`config.mk`:
```
export PLATFORM = sky130hd
export DESIGN_NAME = sd_port_arbiter
export DESIGN_NICKNAME = d
export VERILOG_FILES = /design/src/rtl/sd_pkg.sv /design/src/rtl/sd_rr_pick2.sv /design/src/rtl/sd_port_arbiter.sv
export SDC_FILE = /design/constraint.sdc
export NUM_CORES = 1
export LEC_CHECK = 0
export CAP_MARGIN = 10
export CORE_ASPECT_RATIO = 0.75
export CORE_MARGIN = 8
export CORE_UTILIZATION = 38
export CTS_BUF_LIST = sky130_fd_sc_hd__clkbuf_16
export CTS_CLUSTER_SIZE = 16
export DETAILED_ROUTE_END_ITERATION = 6
export PLACE_DENSITY = 0.82
export SLEW_MARGIN = 20
export SYNTH_ARGS = -nofsm -noshare
export SYNTH_HDL_FRONTEND = slang
export SYNTH_SLANG_ARGS = --single-unit
```
`constraint.sdc`:
```
create_clock -name clk -period 2.3 [get_ports clk]
set_input_delay 0.46 -clock clk [delete_from_list [all_inputs] [get_ports clk]]
set_output_delay 0.46 -clock clk [all_outputs]
set_load 0.005 [all_outputs]
```
`src/rtl/sd_pkg.sv`:
```
// Shared definitions for the SD-port arbiter: FSM states, port indices and
// transfer geometry.
package sd_pkg;
  typedef enum logic [1:0] {
    ST_IDLE  = 2'd0,
    ST_OWN   = 2'd1,
    ST_DRAIN = 2'd2
  } sd_state_e;

  localparam int PORT_WR          = 0;
  localparam int PORT_RD          = 1;
  localparam int SECTOR_BYTES     = 512;
  localparam int SECTORS_PER_SLOT = 4;
  localparam int SLOT_BYTES       = SECTOR_BYTES * SECTORS_PER_SLOT;
endpackage

```
`src/rtl/sd_rr_pick2.sv`:
```
// Two-way round-robin picker: masked requests in, one-hot winner out.
module sd_rr_pick2
  import sd_pkg::*;
(
  input  logic [1:0] i_req,
  input  logic [1:0] i_mask,
  input  logic       i_last,
  output logic [1:0] o_win
);
  logic [1:0] w_elig;

  always_comb begin
    w_elig = i_req & ~i_mask;
    o_win  = 2'b00;
    case (w_elig)
      2'b01: o_win = 2'b01;
      2'b10: o_win = 2'b10;
      2'b11: begin
        // On a tie the port that did not own the bus last time wins.
        o_win[PORT_RD] = (i_last == 1'(PORT_WR));
        o_win[PORT_WR] = ~o_win[PORT_RD];
      end
      default: o_win = 2'b00;
    endcase
  end
endmodule

```
`src/rtl/sd_port_arbiter.sv`:
```
// Session-based arbiter sharing one SD controller between the histogram
// writer (port 0) and reader (port 1), with an inactivity watchdog.
module sd_port_arbiter
  import sd_pkg::*;
#(
  parameter int              TO_W         = 24,
  parameter logic [TO_W-1:0] IDLE_TIMEOUT = 24'd10_000_000
) (
  input  logic        clk,
  input  logic        reset,
  input  logic [1:0]  req,
  input  logic [31:0] p0_address,
  input  logic        p0_wr,
  input  logic [7:0]  p0_din,
  input  logic [31:0] p1_address,
  input  logic        p1_rd,
  output logic [1:0]  gnt,
  output logic [1:0]  p_ready,
  output logic [1:0]  p_ready_for_next_byte,
  output logic [1:0]  p_byte_available,
  output logic [7:0]  p_dout,
  output logic        timeout_err,
  input  logic        sd_ready,
  input  logic [7:0]  sd_dout,
  input  logic        sd_byte_available,
  input  logic        sd_ready_for_next_byte,
  output logic [31:0] sd_address,
  output logic        sd_rd,
  output logic        sd_wr,
  output logic [7:0]  sd_din
);
  localparam logic [TO_W-1:0] WD_LAST = IDLE_TIMEOUT - 1'b1;

  sd_state_e       r_state, w_state_nxt;
  logic [1:0]      r_gnt, w_gnt_nxt;
  logic            r_last, w_last_nxt;
  logic [TO_W-1:0] r_wd, w_wd_nxt;
  logic [1:0]      r_pen, w_pen_nxt;
  logic            r_to_err, w_to_err_nxt;
  logic [1:0]      w_pick;
  logic            w_own, w_own_req, w_own_act, w_in_own, w_has_bus;

  sd_rr_pick2 u_pick (
    .i_req  (req),
    .i_mask (r_pen),
    .i_last (r_last),
    .o_win  (w_pick)
  );

  assign w_own     = r_gnt[PORT_RD];
  assign w_own_req = req[w_own];
  assign w_own_act = w_own ? p1_rd : p0_wr;
  assign w_in_own  = (r_state == ST_OWN);
  assign w_has_bus = (r_state != ST_IDLE);

  always_comb begin
    w_state_nxt  = r_state;
    w_gnt_nxt    = r_gnt;
    w_last_nxt   = r_last;
    w_wd_nxt     = r_wd;
    w_pen_nxt    = r_pen & req;
    w_to_err_nxt = 1'b0;
    case (r_state)
      ST_IDLE: begin
        if (sd_ready && (w_pick != 2'b00)) begin
          w_state_nxt = ST_OWN;
          w_gnt_nxt   = w_pick;
          w_last_nxt  = w_pick[PORT_RD];
          w_wd_nxt    = '0;
        end
      end
      ST_OWN: begin
        if (!w_own_req) begin
          // A sector in flight must finish before the bus is handed over.
          w_state_nxt = sd_ready ? ST_IDLE : ST_DRAIN;
          w_gnt_nxt   = sd_ready ? 2'b00 : r_gnt;
        end else if (sd_ready && !w_own_act) begin
          if (r_wd == WD_LAST) begin
            w_state_nxt      = ST_IDLE;
            w_gnt_nxt        = 2'b00;
            w_to_err_nxt     = 1'b1;
            w_pen_nxt[w_own] = 1'b1;
          end else begin
            w_wd_nxt = r_wd + 1'b1;
          end
        end else begin
          w_wd_nxt = '0;
        end
      end
      ST_DRAIN: begin
        if (sd_ready) begin
          w_state_nxt = ST_IDLE;
          w_gnt_nxt   = 2'b00;
        end
      end
      default: begin
        w_state_nxt = ST_IDLE;
        w_gnt_nxt   = 2'b00;
      end
    endcase
  end

  always_ff @(posedge clk) begin
    if (reset) begin
      r_state  <= ST_IDLE;
      r_gnt    <= 2'b00;
      r_last   <= 1'b1;
      r_wd     <= '0;
      r_pen    <= 2'b00;
      r_to_err <= 1'b0;
    end else begin
      r_state  <= w_state_nxt;
      r_gnt    <= w_gnt_nxt;
      r_last   <= w_last_nxt;
      r_wd     <= w_wd_nxt;
      r_pen    <= w_pen_nxt;
      r_to_err <= w_to_err_nxt;
    end
  end

  // Address and data stay on the owner through DRAIN; only the start strobes drop.
  assign sd_address = !w_has_bus ? 32'd0 : (w_own ? p1_address : p0_address);
  assign sd_din     = (w_has_bus && !w_own) ? p0_din : 8'd0;
  assign sd_wr      = w_in_own && !w_own && p0_wr;
  assign sd_rd      = w_in_own &&  w_own && p1_rd;

  assign p_ready               = w_in_own ? (r_gnt & {2{sd_ready}})               : 2'b00;
  assign p_ready_for_next_byte = w_in_own ? (r_gnt & {2{sd_ready_for_next_byte}}) : 2'b00;
  assign p_byte_available      = w_in_own ? (r_gnt & {2{sd_byte_available}})      : 2'b00;
  assign p_dout                = w_in_own ? sd_dout : 8'd0;

  assign gnt         = r_gnt;
  assign timeout_err = r_to_err;
endmodule

```
---- After elaboration in Yosys (flattened, before gate mapping) ----
Index checks and enable logic that the tools add are counted.
Widths: inputs -> output; s select.
operators by class
  add/subtract/negate cells ............... 1
  order comparisons ....................... 2
  equal/unequal tests ..................... 12
  muxes and demuxes ....................... 34
  bitwise logic cells ..................... 11
  reductions and logical operators ........ 19
operators by type and width
  cell                   number
  $mux 24                4
  $mux 32                2
  $pmux 24 s2            1
  $mux 2                 16
  $add 24x1->24 const B  1
  $eq 24x24->1 const B   1
  $pmux 2 s3             3
  $mux 8                 2
  $and 2x2->2            5
  $logic_and 1x1->1      8
  $reduce_and 4->1       2
  $eq 2x2->1 const B     3
  $ne 2x2->1 const B     3
  $ne 3x2->1 const B     2
  $reduce_bool 2->1      3
  $mux 1                 5
  $eq 2x1->1 const B     2
  $not 1->1              4
  $reduce_or 4->1        1
  $ne 3x3->1 const B     1
  $reduce_and 3->1       1
  $logic_not 1->1        2
  $logic_not 2->1        1
  $lt 1x2->1 const B     1
  other kinds (5)        5
storage, ports and cells
  bits in registers ....................... 32
  input port bits ......................... 89
  output and inout port bits .............. 59
  word-level logic and storage cells ...... 85

---- Depth between registers and ports, before layout ----
  depth in word-level cells ............... 9
  mapped depth ............................ 8
  mapped depth without buffers ............ 6

---- By module ----
A second synthesis with hierarchy kept.
unflattened totals
  cell total of the unflattened synthesis .. 315
  area, all modules ....................... 2399.8 um^2
by module, submodules not included
  module           instances  cells an instance  area each (um^2)  seq. area each (um^2)
  sd_port_arbiter  1          311                2367.3            640.6
  sd_rr_pick2      1          4                  32.5              0.0

---- Worst setup path before layout ----
Ideal clock, no wire load.
  path kind ............................... reg2out
  from .................................... reg r_gnt[1], in the netlist gnt[1]
  to ...................................... out sd_address[25]
  data arrival time ....................... 1558 ps
  data required time ...................... 1840 ps
  slack ................................... 282 ps
  stages on the path, launching flop included .. 6
  buffers on the path ..................... 3
  cell sequence ........................... dfxtp_1 > clkbuf_1 > clkbuf_1 > buf_1 > mux2i_1 > nor2_1
on the way
  cells in the longest elaborated chain, start to end .. 2
RTL lines
  item                      RTL line                text
  start: declaration        sd_port_arbiter.sv:35   logic [1:0] r_gnt, w_gnt_nxt;
  start signal: assignment  sd_port_arbiter.sv:113  r_gnt <= w_gnt_nxt;
  $mux 32 (2 in series)     sd_port_arbiter.sv:122  assign sd_address = !w_has_bus ? 32'd0 : (w_own ? p1_address : p0_address);
  end: declaration          sd_port_arbiter.sv:27   output logic [31:0] sd_address,
Every way passes these cells.

---- Final worst setup path ----
  from .................................... reg r_gnt[1], in the netlist gnt[1]
  to ...................................... out sd_address[24]
Same word-level chain as after synthesis.

==> results <==
- After clock tree synthesis, the clock-pin slew on the worst setup and hold paths is 50 ps.
- The CTS sink count is 32.
- The cell area after synthesis is 2460 um^2.
- The area growth from synthesis to layout is 76.5%.
- The die extent in x is 109 um.
- The synthesis warning total is 0.
- At the later pin of the worst-skew pair, clock insertion delay measures 270 ps.
- Of the synthesized area, sequential elements account for 26.1%.
- The routed wire length is 10200 um.
- The library cells used most frequently in the layout, excluding fill and tap cells, are sky130_fd_sc_hd__clkdlybuf4s50_1, sky130_fd_sc_hd__nor2_1, sky130_fd_sc_hd__mux2i_1.
- The initial antenna violation count is 0.
- The buffer depth of the longest clock path is 2.
- Buffers placed on the I/O ports in this run total 147.
- The vertical die dimension is 85.7 um.
- The analysis attributes to cell leakage a power of 1.50 nW.
- TritonCTS built the clock tree.
- Across the VDD grid, the largest voltage drop is 0.327 mV.
- The tightest min-delay check is of the reg2reg type.
- The worst setup path is captured at an output pin.
- Of the cells placed in the final design, the portion with a size suffix greater than 1 is 10.1%.
- CTS placed an instance of sky130_fd_sc_hd__clkbuf_16 at the clock tree root.
- Across the run, the number of max-cap violations was 0.
- Setup repair after global routing left no endpoint under its margin.
- The H-tree generated during clock tree synthesis spans 2 levels.
- The number of nets handed over by synthesis was 415.
- The area after detailed placement is 4190 um^2.
- Routability-driven placement finished with a final weighted congestion of 0.907.
- Once routing completed, OpenROAD measured the worst setup slack at 76.5 ps.
- The register bit total from synthesis is 32.
- Among all flip-flop cells after synthesis, the most frequent one is sky130_fd_sc_hd__dfxtp_1.
- Ranked by total cell area, the synthesized netlist is headed by sky130_fd_sc_hd__dfxtp_1, sky130_fd_sc_hd__mux2i_1, sky130_fd_sc_hd__nor2_1, sky130_fd_sc_hd__a21oi_1, sky130_fd_sc_hd__and2_1.
- The die covers 9330 um^2.
- In this run the biggest area consumer among cell types represents 26.1% of the synthesized area.
- The total clock buffers created by CTS is 5.
- The flow ran to the end, and the final reports show no timing, DRC or antenna violations.
- The cell depth of the worst flop-to-flop path is 7.
- The initialized floorplan defines 25 standard-cell rows.
- The core region is 6290 um^2.
- The number of fill cells is 498.
- The final hold violation count came to 0.
- The data required time of the critical path is 1840 ps.
- The HPWL after detailed placement is 8310 um.
- The number of vias per cell after detailed routing is 5.52.
- For the pin with the worst max-slew slack, the measured transition is 508 ps.
- The headroom to the max-slew limit is 65.7%.
- The core occupancy in the finished layout is 69.0%.
- The first global-routing pass estimated 15900 um of wire.
- Before CTS, the worst setup slack after placement is -238 ps.
- The final critical-path share of the clock period is 96.7%.
- Summing all non-filler instances in the final layout gives an area of 4340 um^2.
- Counting tap cells, the placed design contains a total of 561 instances.
- The number of setup violations in the final report is 0.
- The pre-antenna-repair detailed-routing pass consisted of 5 iterations.
- The worst setup path is launched from a flop.
- The total count of max-transition violations in the final report is 0.
- The total grt overflow is 0.
- Data on the critical path arrives at its endpoint at 1760 ps.
- The combined global-route utilization of all metal layers is 21.5%.
- 148 I/O pins were placed.
- The number of instances on the worst hold path is 2.
- The number of antenna diodes is 0.
- The number of remaining DRC errors is 0.
- The post-layout net count is 577.
- In this run the post-CTS setup repair buffer count came out at 0.
- The share of synthesized flip-flops with an asynchronous set or reset is 0%.
- The post-synthesis cell type count is 54.
- The hold buffer count at CTS is 0.
- The via count is 3135.
- The library cell with the largest summed area after synthesis is sky130_fd_sc_hd__dfxtp_1.
- Between clock sinks in the finished design, the worst skew comes to 2.86 ps.
- The number of global-route vias before repair is 3033.
- The violation count after the first detailed-routing iteration is 202.
- The number of standard cells after synthesis is 325.
- The number of enable flip-flop cells after synthesis is 0.
- A synthesized cell averages 7.56 um^2.
- After detailed routing, the average wire length per cell comes to 18.0 um.
- The final cell count without fillers is 568.
- The largest driver fanout on the critical path is 23.
- The total power divided by cell area is 391 nW/um^2.
- The initial utilization of the core area, before any placement, comes to 39.1%.
- The final critical-path required period is 2220 ps.
- Entering global routing, the biggest net connects 26 pins.
- The leading cell type in the layout, fill and taps excluded is sky130_fd_sc_hd__clkdlybuf4s50_1.
- The count of nets left with antenna violations once routing finished came out at 0.
- The worst setup path is of the reg2out kind.
- Based on the critical path, the design can be clocked at up to 450 MHz.
where the power goes:
part	leakage, nW	switching [mW]	internal [mW]
Sequential	0.260	0.0122	0.563
Clock	0.0648	0.220	0.386
Combinational	1.17	0.196	0.318
Total	1.50	0.428	1.27
flip-flops by register name, indices dropped and copies added, names as in the netlist:
register and cells:
gnt 2, r_last 1, timeout_err 1, r_pen 2, r_wd 24, r_state 2
metal layers:
layer / share of wire [%] / global-route usage (%)
met1: 42 / 25.6
met2: 50 / 38.0
met3: 7.2 / 4.49
met4: 1.2 / 5.08
met5: 0 / 0
final timing paths:
path	from	slack (ps)	endpoint
max	gnt[1]	80	sd_address[24]
min	r_wd[23]	480	r_wd[23]
max reg2reg	r_wd[0]	150	r_wd[18]
min reg2reg	r_wd[23]	480	r_wd[23]
cell families after synthesis:
logic type                 share of synthesized area, %
adders and majority gates                         0.509
buffers and inverters                              5.24
DFF                                                26.1
and+or+nand+nor                                    36.4
AOI/OAI and AO/OA                                  18.3
muxes                                              13.5
worst max-delay path: stages, from the launching register on:
cell and delay [ps]:
sky130_fd_sc_hd__dfxtp_2 480, sky130_fd_sc_hd__buf_12 230, sky130_fd_sc_hd__mux2i_1 260, sky130_fd_sc_hd__nor2_1 60, sky130_fd_sc_hd__clkdlybuf4s50_1 450
per-stage QoR:
stage	hold WS [ps]	total power, mW	setup TNS [ps]
finish	480	1.70	0
global route	501	1.76	0
CTS	483	1.70	0
detailed placement	477	1.09	-2450
global placement	459	1.08	-1120
floorplan	447	0.751	0
synth_stat cells, types with 2 or more instances:
master	instances
sky130_fd_sc_hd__a21oi_1	24
sky130_fd_sc_hd__a21oi_2	3
sky130_fd_sc_hd__a31oi_1	2
sky130_fd_sc_hd__and2_1	18
sky130_fd_sc_hd__and3_1	10
sky130_fd_sc_hd__buf_1	3
sky130_fd_sc_hd__buf_2	4
sky130_fd_sc_hd__clkbuf_1	11
sky130_fd_sc_hd__dfxtp_1	32
sky130_fd_sc_hd__inv_1	9
sky130_fd_sc_hd__mux2i_1	32
sky130_fd_sc_hd__nand2_1	16
sky130_fd_sc_hd__nand2b_1	2
sky130_fd_sc_hd__nand3_1	10
sky130_fd_sc_hd__nand4_1	13
sky130_fd_sc_hd__nand4b_1	2
sky130_fd_sc_hd__nand4bb_1	3
sky130_fd_sc_hd__nor2_1	48
sky130_fd_sc_hd__nor2b_1	3
sky130_fd_sc_hd__nor3_1	4
sky130_fd_sc_hd__nor3b_1	2
sky130_fd_sc_hd__nor4_1	5
sky130_fd_sc_hd__o211a_1	2
sky130_fd_sc_hd__o211ai_1	3
sky130_fd_sc_hd__o21ai_0	10
sky130_fd_sc_hd__o21ai_1	3
sky130_fd_sc_hd__o311ai_0	2
sky130_fd_sc_hd__o31ai_1	6
sky130_fd_sc_hd__o41ai_1	5
sky130_fd_sc_hd__or3_1	7
sky130_fd_sc_hd__or4_1	8
repair_timing:
item	in CTS	in global routing
endpoints found under the setup margin	10	48
hold endpoints to repair	0	0
resized for setup	3	5
cell type report:
class / instances / area [um^2] / share of cell area (%)
timing repair buffer: 175 / 1720 / 39.7
inverter: 9 / 33.8 / 0.778
sequential: 32 / 644 / 14.8
multi-input combinational: 264 / 1710 / 39.3
clock buffer: 5 / 125 / 2.88
clock inverter: 2 / 7.51 / 0.173
tap: 81 / 101 / 2.33
Power figures use the tool's default switching activity.
